$ cat src/rtl/suma_nbit_secuencial.sv
// ----------------------------------------------------------------------------
// suma_nbit_secuencial
//   Multi-cycle N-bit adder/subtractor. A request accepted in IDLE is
//   processed D bits per clock through a D-bit ripple stage. A registered
//   carry links consecutive digits. The full result, carry-out and signed
//   overflow are published together on the completion edge, and done pulses
//   for that one cycle.
//
// Parameters
//   N : operand/result width (N >= 2)
//   D : digit width per cycle (1 <= D <= N, N % D == 0)
//
// Ports
//   clk   : clock, rising edge
//   rst_n : asynchronous reset, active low
//   start : request, sampled only while idle
//   SUB   : 0 -> S = A + B + Ci ; 1 -> S = A - B (Ci ignored)
//   A, B  : operands, sampled on an accepted start
//   Ci    : carry-in, sampled on an accepted start
//   busy  : operation in progress
//   done  : one-cycle pulse, S/Co/OV just updated
//   S     : result (N bits, truncated)
//   Co    : carry out of bit N-1 (for SUB, 1 means no borrow)
//   OV    : two's-complement signed overflow
// ----------------------------------------------------------------------------
module suma_nbit_secuencial #(
    parameter int N = 16,
    parameter int D = 4
) (
    input  logic         clk,
    input  logic         rst_n,
    input  logic         start,
    input  logic         SUB,
    input  logic [N-1:0] A,
    input  logic [N-1:0] B,
    input  logic         Ci,
    output logic         busy,
    output logic         done,
    output logic [N-1:0] S,
    output logic         Co,
    output logic         OV
);

    localparam int NDIG = N / D;
    localparam int CW   = (NDIG > 1) ? $clog2(NDIG) : 1;
    localparam logic [CW-1:0] LAST_DIG = CW'(NDIG - 1);
    localparam logic [CW-1:0] CNT_ONE  = CW'(1'b1);
    localparam logic [CW-1:0] CNT_ZERO = {CW{1'b0}};

    // Reject illegal geometries at elaboration time.
    generate
        if ((N < 2) || (D < 1) || (D > N) || ((N % D) != 0)) begin : g_bad_params
            $error("suma_nbit_secuencial: illegal N/D combination");
        end
    endgenerate

    typedef enum logic {
        IDLE = 1'b0,
        RUN  = 1'b1
    } state_t;

    state_t         state_r;
    logic [CW-1:0]  cnt_r;
    logic [N-1:0]   a_r;        // operand A, shifted right one digit per cycle
    logic [N-1:0]   b_r;        // effective operand B (inverted for SUB), shifted likewise
    logic           carry_r;
    logic [N-1:0]   res_r;      // result assembled from the top down as digits arrive

    logic [D-1:0]   a_dig_s;
    logic [D-1:0]   b_dig_s;
    logic [D:0]     dig_total_s;
    logic [D-1:0]   sum_dig_s;
    logic           cout_dig_s;
    logic           cin_msb_s;
    logic [N-1:0]   res_next_s;

    // Ripple stage for the current digit plus the result insertion.
    always_comb begin
        a_dig_s     = a_r[D-1:0];
        b_dig_s     = b_r[D-1:0];
        dig_total_s = {1'b0, a_dig_s} + {1'b0, b_dig_s} + {{D{1'b0}}, carry_r};
        sum_dig_s   = dig_total_s[D-1:0];
        cout_dig_s  = dig_total_s[D];
        // Carry into the digit's top bit, recovered from its sum bit; on the
        // last digit this is the carry into bit N-1.
        cin_msb_s   = a_dig_s[D-1] ^ b_dig_s[D-1] ^ sum_dig_s[D-1];
        // New digit enters at the top; after N/D digits the LSB digit has
        // travelled down to bit 0 and the word is complete.
        res_next_s  = N'({sum_dig_s, res_r} >> D);
    end

    // Control FSM, digit datapath and registered outputs.
    always_ff @(posedge clk or negedge rst_n) begin
        if (!rst_n) begin
            state_r <= IDLE;
            cnt_r   <= CNT_ZERO;
            a_r     <= {N{1'b0}};
            b_r     <= {N{1'b0}};
            carry_r <= 1'b0;
            res_r   <= {N{1'b0}};
            busy    <= 1'b0;
            done    <= 1'b0;
            S       <= {N{1'b0}};
            Co      <= 1'b0;
            OV      <= 1'b0;
        end else begin
            done <= 1'b0;
            case (state_r)
                IDLE: begin
                    if (start) begin
                        a_r     <= A;
                        b_r     <= SUB ? ~B : B;
                        carry_r <= SUB ? 1'b1 : Ci;
                        cnt_r   <= CNT_ZERO;
                        busy    <= 1'b1;
                        state_r <= RUN;
                    end else begin
                        state_r <= IDLE;
                    end
                end
                RUN: begin
                    a_r     <= a_r >> D;
                    b_r     <= b_r >> D;
                    res_r   <= res_next_s;
                    carry_r <= cout_dig_s;
                    if (cnt_r == LAST_DIG) begin
                        S       <= res_next_s;
                        Co      <= cout_dig_s;
                        OV      <= cin_msb_s ^ cout_dig_s;
                        busy    <= 1'b0;
                        done    <= 1'b1;
                        cnt_r   <= CNT_ZERO;
                        state_r <= IDLE;
                    end else begin
                        cnt_r   <= cnt_r + CNT_ONE;
                        state_r <= RUN;
                    end
                end
                default: begin
                    busy    <= 1'b0;
                    cnt_r   <= CNT_ZERO;
                    state_r <= IDLE;
                end
            endcase
        end
    end

endmodule

$ cat config.mk
export PLATFORM = sky130hd
export DESIGN_NAME = suma_nbit_secuencial
export DESIGN_NICKNAME = d
export VERILOG_FILES = /design/src/rtl/suma_nbit_secuencial.sv
export SDC_FILE = /design/constraint.sdc
export NUM_CORES = 1
export LEC_CHECK = 0
export ABC_CLOCK_PERIOD_IN_PS = 2400
export CORE_MARGIN = 2
export CORE_UTILIZATION = 52
export DETAILED_ROUTE_END_ITERATION = 7
export HOLD_SLACK_MARGIN = 0.02
export PLACE_DENSITY = 0.87
export SLEW_MARGIN = 25
export SYNTH_ARGS = -nofsm -noshare
export SYNTH_HDL_FRONTEND = slang
export SYNTH_SLANG_ARGS = --single-unit
$ cat constraint.sdc
create_clock -name clk -period 2.4 [get_ports clk]
set_input_delay 0.48 -clock clk [delete_from_list [all_inputs] [get_ports clk]]
set_output_delay 0.48 -clock clk [all_outputs]
set_load 0.02 [all_outputs]
==> results of run 1 <==
## area by class of cell
| cell class | count | area [µm²] |
|---|---|---|
| fill | 471 | 1961 |
| sequential | 68 | 1703 |
| multi-input combinational | 179 | 1224 |
| timing repair buffer | 62 | 613.1 |
| clock buffer | 15 | 176.4 |
| tap | 75 | 93.84 |
| inverter | 10 | 40.04 |
| clock inverter | 1 | 5.005 |
## metrics by stage
stage	hold WS (ns)	setup WS, ns	cells
after floorplan	0.1844	0.5311	274
after global placement	0.4624	0.4396	394
after detailed placement	0.4712	0.4081	394
after CTS	0.1675	0.3920	410
after global routing	0.1737	0.2721	410
final	0.1566	0.3872	410
## kinds of logic (layout without fill, tap and decap cells)
family	Yosys count	after routing
DFF	68	68
and+or+nand+nor	59	59
AOI/OAI and AO/OA	53	53
muxes	42	42
buffers and inverters	27	88
xor gates and xnor gates	19	19
adders and majority gates	6	6
## flip-flops by register name, indices dropped and copies added (netlist names)
register	count
state_r	1
b_r	16
busy	1
done	1
a_r	16
res_r	12
Co	1
OV	1
S	16
carry_r	1
cnt_r	2
## Yosys cell counts, drive strengths merged
cell type	count	share of area
dfrtp	68	0.55
nand2	32	0.039
o21ai	32	0.053
nor2	25	0.030
mux2	23	0.084
mux2i	19	0.062
xnor2	18	0.051
buf	15	0.035
a21oi	14	0.024
inv	10	0.013
a211oi	4	0.0097
ha	4	0.016
a22o	2	0.0057
clkbuf	2	0.0024
fa	2	0.013
nand2b	1	0.0020
o22ai	1	0.0020
or3	1	0.0020
xor2	1	0.0028
## path summary, 6_finish.rpt
check	start	end	slack (ns)	cells after the start
setup / recovery	a_r[0]$_DFFE_PN0P_	OV$_DFFE_PN0P_	0.39	7
hold reg to reg	a_r[4]$_DFFE_PN0P_	a_r[0]$_DFFE_PN0P_	0.48	2
min in group clk	a_r[4]$_DFFE_PN0P_	a_r[0]$_DFFE_PN0P_	0.48	2
hold / removal	rst_n	S[1]$_DFFE_PN0P_	0.16	2
setup reg to reg	a_r[0]$_DFFE_PN0P_	OV$_DFFE_PN0P_	0.39	7
max in group asynchronous	rst_n	state_r$_DFF_PN0_	1.94	2
## power breakdown
group          total (µW)  switching (µW)  leakage [µW]  internal [µW]
sequential           1880             258      0.000877           1620
combinational        1720             867      0.000766            850
clock                 849             389     0.0000937            460
## worst max-delay path, stage by stage, from the launching register on
cell and delay [ns]:
dfrtp_1 0.35, inv_1 0.06, fa_1 0.48, fa_1 0.42, nand2b_1 0.19, a21oi_2 0.20
xnor2_1 0.14, o21ai_1 0.07
## metal layers
| metal | up-vias | wire, µm | GRT usage |
|---|---|---|---|
| li1 | 1023 | - | - |
| met1 | 1000 | 2413 | 0.2359 |
| met2 | 52 | 2597 | 0.2975 |
| met3 | 12 | 217 | 0.04111 |
| met4 | 0 | 108 | 0.08644 |
| met5 | - | 0 | 0 |
==> out/results.txt, run 1 <==
status -> completed
Compound-Gate Fraction of Synth Area -> 0.09460
Worst Skew -> 0.006618 ns
Resized Gates After CTS -> 0
most frequent cells in the layout -> dfrtp_1 (67), clkdlybuf4s50_1 (55), nand2_1 (32)
first-pass GRT wire length -> 9.128 mm
setup TNS -> 0 ns
Mapped Area -> 0.003082 mm²
starting density of the core -> 0.5299
core area -> 0.005816 mm²
CP Capture Type -> register
Total Wirelength -> 5.336 mm
die height -> 80.98 µm
Post-CTS Hold Buffers -> 0
io pins -> 57
Syn Inst Count -> 274
Setup crit start kind -> register
total power -> 4441 µW
Final Slew Violations -> 0
postcts setup bufs -> 0
Post-Synth Simple-Gate Area -> 0.07349
xor/xnor share of the synthesized area -> 0.05400
mux contribution to synthesized area -> 0.1458
Critical Path AT -> 2.23 ns
Final nets -> 373
total die area -> 0.006558 mm²
Yosys warning total -> 0
utilization after layout -> 0.6629
Post-DRT Antenna Nets -> 0
worst hold path class -> in2async
clock sink count -> 68
total gr overflow -> 0
Clock Path Buffers -> 2
Inserted Clock Buffers -> 9
Final Cycle Share -> 0.8387
syn_nets -> 317
Avg Cell Area, Syn -> 11.25 µm²
vias in the first global route -> 2014
number of synthesized register bits -> 68
critical path class -> reg2reg
CTS tree -> built
vias per std cell -> 5.090
max-cap viol count -> 0
I/O Buffers -> 56
Placed Instance Area -> 0.003674 mm²
unrepaired setup endpoints after global routing -> no
Tightest Pin Transition -> 0.6999 ns
largest family of logic cells by synthesized area -> multiplexers
antenna violations before repair -> 0
Diodes inserted -> 0
total track usage -> 0.1838
CP required -> 2.62 ns
number of distinct library cells after synthesis -> 26
synth-to-layout area growth -> 25.09%
gpl congestion -> 0.7520
Post-Synth Adder-Cell Area -> 0.02923
DR iter-0 viols -> 112
Highest Clock Rate -> 496.8 MHz
most common cell after layout, fill and taps aside -> dfrtp_1
vias post-DR -> 2087
DRC Markers -> 0
layout cells sized above 1 -> 0.1254
pin count of the biggest net entering global routing -> 76
Period minus WS final -> 2.013 ns
# rows -> 28
sequential area share after synthesis -> 0.5522
DP HPWL -> 3.748 mm
maximum net fanout on the critical path -> 3
wire per inst -> 13.01 µm
Root Buffer -> clkbuf_8
Pre-Repair DR Iteration Count -> 4
Final Hold Vio Count -> 0
Worst-path clk slew -> 0.07 ns
H-tree depth -> 3
P_leak -> 0.001737 µW
final instance area -> 0.003855 mm²
Final setup viols -> 0
maximum vdd drop -> 0.5799 mV
Die Wd -> 80.98 µm
slew margin rel. -> 0.5334
Power Density -> 1152 mW/mm²
Worst-Skew Late Latency -> 0.34 ns
(Power assumes the default switching activity.)
==> run 2, diff against run 1 <==
- ABC_CLOCK_PERIOD_IN_PS: 2400 -> 1830
- CORE_UTILIZATION: 52 -> 47
- PLACE_DENSITY: 0.87 -> 0.84
- clock period: 2.4 -> 1.83 ns (I/O delays scaled with it)
==> run 2 against run 1 <==
Against the previous run: combinational power increased by 40%; clock skew decreased by 0.0015 ns; die area increased by 10%; largest power group unchanged.
==> out/results.txt, run 2 (same netlist as run 1, synthesis figures left out) <==
Pre-Repair DR Iteration Count -> 4 (unchanged)
Highest Clock Rate -> 549.8 MHz (was 496.8 MHz)
die height -> 84.98 µm (was 80.98 µm)
slew margin rel. -> 0.6582 (was 0.5334)
CP Capture Type -> register (unchanged)
Final setup viols -> 0 (unchanged)
Inserted Clock Buffers -> 9 (unchanged)
gpl congestion -> 0.8108 (was 0.7520)
Power Density -> 1553 mW/mm² (was 1152 mW/mm²)
maximum vdd drop -> 0.9285 mV (was 0.5799 mV)
critical path class -> reg2reg (unchanged)
io pins -> 57 (unchanged)
status -> completed (unchanged)
Tightest Pin Transition -> 0.5126 ns (was 0.6999 ns)
Root Buffer -> clkbuf_8 (unchanged)
Int Power -> 4138 µW (was 2927 µW)
CTS tree -> built (unchanged)
Post-DRT Antenna Nets -> 0 (unchanged)
DP HPWL -> 3.898 mm (was 3.748 mm)
Die Wd -> 84.98 µm (was 80.98 µm)
Hold WS -> 0.4844 ns (was 0.1566 ns)
clock sink count -> 68 (unchanged)
total track usage -> 0.1750 (was 0.1838)
max-cap viol count -> 0 (unchanged)
Total Wirelength -> 5.723 mm (was 5.336 mm)
Critical Path AT -> 2.05 ns (was 2.23 ns)
NetSw -> 2075 µW (was 1514 µW)
vias post-DR -> 2106 (was 2087)
maximum net fanout on the critical path -> 2 (was 3)
Final Hold Vio Count -> 0 (unchanged)
Place WS -> -0.05860 ns (was 0.4081 ns)
Clock Path Buffers -> 2 (unchanged)
first-pass GRT wire length -> 9.880 mm (was 9.128 mm)
Worst-path clk slew -> 0.07 ns (about the same)
DRC Markers -> 0 (unchanged)
Setup crit start kind -> register (unchanged)
Worst Skew -> 0.005139 ns (was 0.006618 ns)
I/O Buffers -> 56 (unchanged)
total gr overflow -> 0 (unchanged)
wire per inst -> 13.66 µm (was 13.01 µm)
Diodes inserted -> 0 (unchanged)
Combinational Power Share -> 0.386 (was 0.387)
Final Slew Violations -> 0 (unchanged)
Final nets -> 380 (was 373)
synth-to-layout area growth -> 29.80% (was 25.09%)
# rows -> 29 (was 28)
starting density of the core -> 0.4853 (was 0.5299)
Seq pwr share -> 0.398 (was 0.422)
final instance area -> 0.004000 mm² (was 0.003855 mm²)
Final Cycle Share -> 0.9939 (was 0.8387)
worst hold path class -> reg2reg (was in2async)
Worst-Skew Late Latency -> 0.34 ns (about the same)
CP required -> 2.06 ns (was 2.62 ns)
vias per std cell -> 5.026 (was 5.090)
pin count of the biggest net entering global routing -> 76 (unchanged)
final worst slack -> 0.01111 ns (was 0.3872 ns)
unrepaired setup endpoints after global routing -> yes (was no)
Period minus WS final -> 1.819 ns (was 2.013 ns)
antenna violations before repair -> 0 (unchanged)
most frequent cells in the layout -> dfrtp_1 (67), clkdlybuf4s50_1 (55), nand2_1 (32) (unchanged)
vias in the first global route -> 2114 (was 2014)
H-tree depth -> 3 (unchanged)
layout cells sized above 1 -> 0.1608 (was 0.1254)
clock network fraction of total power -> 0.216 (was 0.191)
biggest regs -> S x16, a_r x16, b_r x16 (unchanged)
DR iter-0 viols -> 98 (was 112)
total die area -> 0.007221 mm² (was 0.006558 mm²)
P_leak -> 0.001814 µW (was 0.001737 µW)
most common cell after layout, fill and taps aside -> dfrtp_1 (unchanged)
core area -> 0.006350 mm² (was 0.005816 mm²)
Switching Share -> 0.3340 (was 0.3409)
Placed Instance Area -> 0.003741 mm² (was 0.003674 mm²)
## run 2: path summary, 6_finish.rpt
kind	startpoint	endpoint	slack (ns)	cells after the start
max reg2reg	carry_r$_DFFE_PN0P_	S[14]$_DFFE_PN0P_	0.01	6
min reg2reg	b_r[13]$_DFFE_PN0P_	b_r[9]$_DFFE_PN0P_	0.48	2
min	b_r[13]$_DFFE_PN0P_	b_r[9]$_DFFE_PN0P_	0.48	2
max	carry_r$_DFFE_PN0P_	S[14]$_DFFE_PN0P_	0.01	6
min in group asynchronous	rst_n	S[1]$_DFFE_PN0P_	0.53	2
max in group asynchronous	rst_n	a_r[2]$_DFFE_PN0P_	0.68	3
## run 2: final cells by class
class / instances / area (µm²)
Multi-Input combinational cell: 179 / 1247
Tap cell: 77 / 96.34
Fill cell: 514 / 2350
Clock buffer: 11 / 141.4
Sequential cell: 68 / 1703
Timing Repair Buffer: 69 / 696.9
Clock inverter: 5 / 75.07
Inverter: 10 / 40.04
## run 2: metal layers
layer	track usage	share of wire	up-vias
met5	0	0	-
met4	0.06926	0.015	0
met3	0.05447	0.056	10
met2	0.2770	0.48	56
met1	0.2258	0.45	995
li1	-	-	1045
## run 2: power groups by stage
stage / Combinational (µW) / Clock, µW / Sequential [µW]
detailed placement: 2360 / 0 / 2500
CTS: 2430 / 1390 / 2480
finish: 2400 / 1340 / 2470
global route: 2650 / 1460 / 2550
floorplan: 1330 / 0 / 2640
global placement: 2260 / 0 / 2460
## run 2: worst max-delay path, cell delays in order (launching register included)
cell and delay, ns:
dfrtp_1 0.37, inv_2 0.05, fa_2 0.41, fa_2 0.36, buf_6 0.13, xnor2_1 0.12, mux2_4 0.27
## run 2: metrics by stage
| stage | util | power, µW | instances | setup TNS [ns] |
|---|---|---|---|---|
| 2_1_floorplan | - | 3971 | 274 | 0 |
| 6_report | 0.6300 | 6213 | 419 | 0 |
| 3_5_place_dp | 0.5892 | 4856 | 401 | -0.05860 |
| 4_1_cts | 0.6300 | 6297 | 419 | -0.008421 |
| 3_3_place_gp | 0.5892 | 4724 | 401 | 0 |
| 5_1_grt | 0.6300 | 6662 | 419 | -0.1394 |
## run 2: repair_timing
item,4_1_cts,5_1_grt
resized for setup,6,0
setup buffers,1,0
pin swaps,4,3
endpoints found under the setup margin,2,4
endpoints found under the hold margin,21,0
hold buffers,1,0
==> run 3, diff against run 2 <==
- MAX_ROUTING_LAYER: not set -> met4
==> run 3 against run 2 <==
Against the previous run: critical path type unchanged; worst setup slack got worse by 0.0040 ns; clock-buffer cell count did not move; critical endpoint unchanged; via count fell by 0.24%.
==> out/results.txt, run 3 (same netlist as run 1, synthesis figures left out) <==
Placed Instance Area -> 0.003741 mm² (unchanged)
maximum vdd drop -> 0.9285 mV (about the same)
starting density of the core -> 0.4853 (unchanged)
Final Hold Vio Count -> 0 (unchanged)
Period minus WS final -> 1.823 ns (was 1.819 ns)
clock sink count -> 68 (unchanged)
max-cap viol count -> 0 (unchanged)
# rows -> 29 (unchanged)
synth-to-layout area growth -> 29.80% (unchanged)
P_leak -> 0.001814 µW (unchanged)
DP HPWL -> 3.898 mm (unchanged)
filler-free cell count of the finished design -> 419 (unchanged)
Inserted Clock Buffers -> 9 (unchanged)
die height -> 84.98 µm (unchanged)
pin count of the biggest net entering global routing -> 76 (unchanged)
Final Cycle Share -> 0.9961 (was 0.9939)
Worst-path clk slew -> 0.07 ns (about the same)
vias post-DR -> 2101 (was 2106)
Fillers -> 514 (unchanged)
maximum net fanout on the critical path -> 2 (unchanged)
vias in the first global route -> 2111 (was 2114)
most frequent cells in the layout -> dfrtp_1 (67), clkdlybuf4s50_1 (55), nand2_1 (32) (unchanged)
core area -> 0.006350 mm² (unchanged)
vias per std cell -> 5.014 (was 5.026)
Critical Path AT -> 2.05 ns (about the same)
Final setup viols -> 0 (unchanged)
total die area -> 0.007221 mm² (unchanged)
layout cells sized above 1 -> 0.1608 (unchanged)
Post-DRT Antenna Nets -> 0 (unchanged)
worst path cell trace -> inv_2 > fa_2 > fa_2 > buf_6 > xnor2_1 > mux2_4 (unchanged)
Worst path most repeated cell -> fa_2 (unchanged)
DR iter-0 viols -> 110 (was 98)
Setup crit start kind -> register (unchanged)
critical path class -> reg2reg (unchanged)
status -> completed (unchanged)
DRC Markers -> 0 (unchanged)
io pins -> 57 (unchanged)
worst hold path class -> reg2reg (unchanged)
H-tree depth -> 3 (unchanged)
Power Density -> 1553 mW/mm² (about the same)
Total Wirelength -> 5.698 mm (was 5.723 mm)
total gr overflow -> 0 (unchanged)
Diodes inserted -> 0 (unchanged)
Pre-Repair DR Iteration Count -> 4 (unchanged)
I/O Buffers -> 56 (unchanged)
Worst-Skew Late Latency -> 0.34 ns (about the same)
slowest stage delay, CP -> 0.41 ns (about the same)
gpl congestion -> 0.8226 (was 0.8108)
most common cell after layout, fill and taps aside -> dfrtp_1 (unchanged)
Die Wd -> 84.98 µm (unchanged)
slew margin rel. -> 0.6582 (about the same)
CP required -> 2.06 ns (about the same)
Final nets -> 380 (unchanged)
first-pass GRT wire length -> 9.887 mm (was 9.880 mm)
total track usage -> 0.1810 (was 0.1750)
Highest Clock Rate -> 548.6 MHz (was 549.8 MHz)
Final Slew Violations -> 0 (unchanged)
Clock Path Buffers -> 2 (unchanged)
Root Buffer -> clkbuf_8 (unchanged)
Crit path buffers/inverters -> 2 (unchanged)
Cell Count Post-Placement -> 401 (unchanged)
cell family with most CP delay -> adder cells (unchanged)
antenna violations before repair -> 0 (unchanged)
wire per inst -> 13.60 µm (was 13.66 µm)
biggest regs -> S x16, a_r x16, b_r x16 (unchanged)
Tightest Pin Transition -> 0.5127 ns (was 0.5126 ns)
CP Capture Type -> register (unchanged)
CTS tree -> built (unchanged)
Worst Skew -> 0.005080 ns (was 0.005139 ns)
final instance area -> 0.004000 mm² (unchanged)
unrepaired setup endpoints after global routing -> yes (unchanged)
slowest CP cell -> fa_2 (unchanged)
-- run 3: cell counts in the layout (fill, tap and decap cells not counted) --
Identical to the previous run, type by type.
-- run 3: timing repair --
| action | CTS | global route |
|---|---|---|
| gates cloned | 0 | 0 |
| pin swaps | 4 | 3 |
| endpoints found under the setup margin | 2 | 4 |
| setup buffers | 1 | 0 |
| resized for setup | 6 | 0 |
| hold endpoints to repair | 21 | 0 |
| hold buffers | 1 | 0 |
-- run 3: layout make-up --
type | instances | area, µm² | area share
inverters | 10 | 40.04 | 0.01001
repair buffers | 69 | 696.9 | 0.1742
clock buffers | 11 | 141.4 | 0.03535
multi-input cells | 179 | 1247 | 0.3119
clock inverters | 5 | 75.07 | 0.01877
well taps | 77 | 96.34 | 0.02409
flip-flops and latches | 68 | 1703 | 0.4257
-- run 3: path summary, 6_finish.rpt --
kind	slack, ns	depth (start not counted)	end	from
min	0.48	2	b_r[9]$_DFFE_PN0P_	b_r[13]$_DFFE_PN0P_
min reg2reg	0.48	2	b_r[9]$_DFFE_PN0P_	b_r[13]$_DFFE_PN0P_
max	0.007	6	S[14]$_DFFE_PN0P_	carry_r$_DFFE_PN0P_
max reg2reg	0.007	6	S[14]$_DFFE_PN0P_	carry_r$_DFFE_PN0P_
max in group asynchronous	0.68	3	a_r[2]$_DFFE_PN0P_	rst_n
min in group asynchronous	0.53	2	res_r[5]$_DFFE_PN0P_	rst_n
-- run 3: per-stage QoR --
step / power [µW] / setup WS (ns) / utilization / TNS [ns] / hold slack, ns
after global placement: 4724 / 0.003223 / 0.5892 / 0 / 0.3613
final: 6212 / 0.007103 / 0.6300 / 0 / 0.4844
after CTS: 6297 / -0.005593 / 0.6300 / -0.008421 / 0.4848
after floorplan: 3971 / 0.02761 / - / 0 / 0.07041
after global routing: 6665 / -0.05617 / 0.6300 / -0.1394 / 0.5033
after detailed placement: 4856 / -0.05860 / 0.5892 / -0.05860 / 0.3670
-- run 3: report_power, final --
group          switching [µW]  leakage [µW]  internal (µW)
combinational            1180      0.000825           1220
sequential                352      0.000877           2120
clock                     544      0.000113            798
-- run 3: worst min-delay path, stage by stage, from the launching register on --
cell and delay [ns]:
dfrtp_1 0.34, nand2_1 0.05, o21ai_0 0.06
-- run 3: per-layer routing --
metal  routed length [µm]  up-vias  global-route usage
met2                 2780       55              0.2770
met4                   68        0             0.06494
met1                 2527      995              0.2258
met3                  322        8             0.06031
met5                    0        -                   -
li1                     -     1043                   -
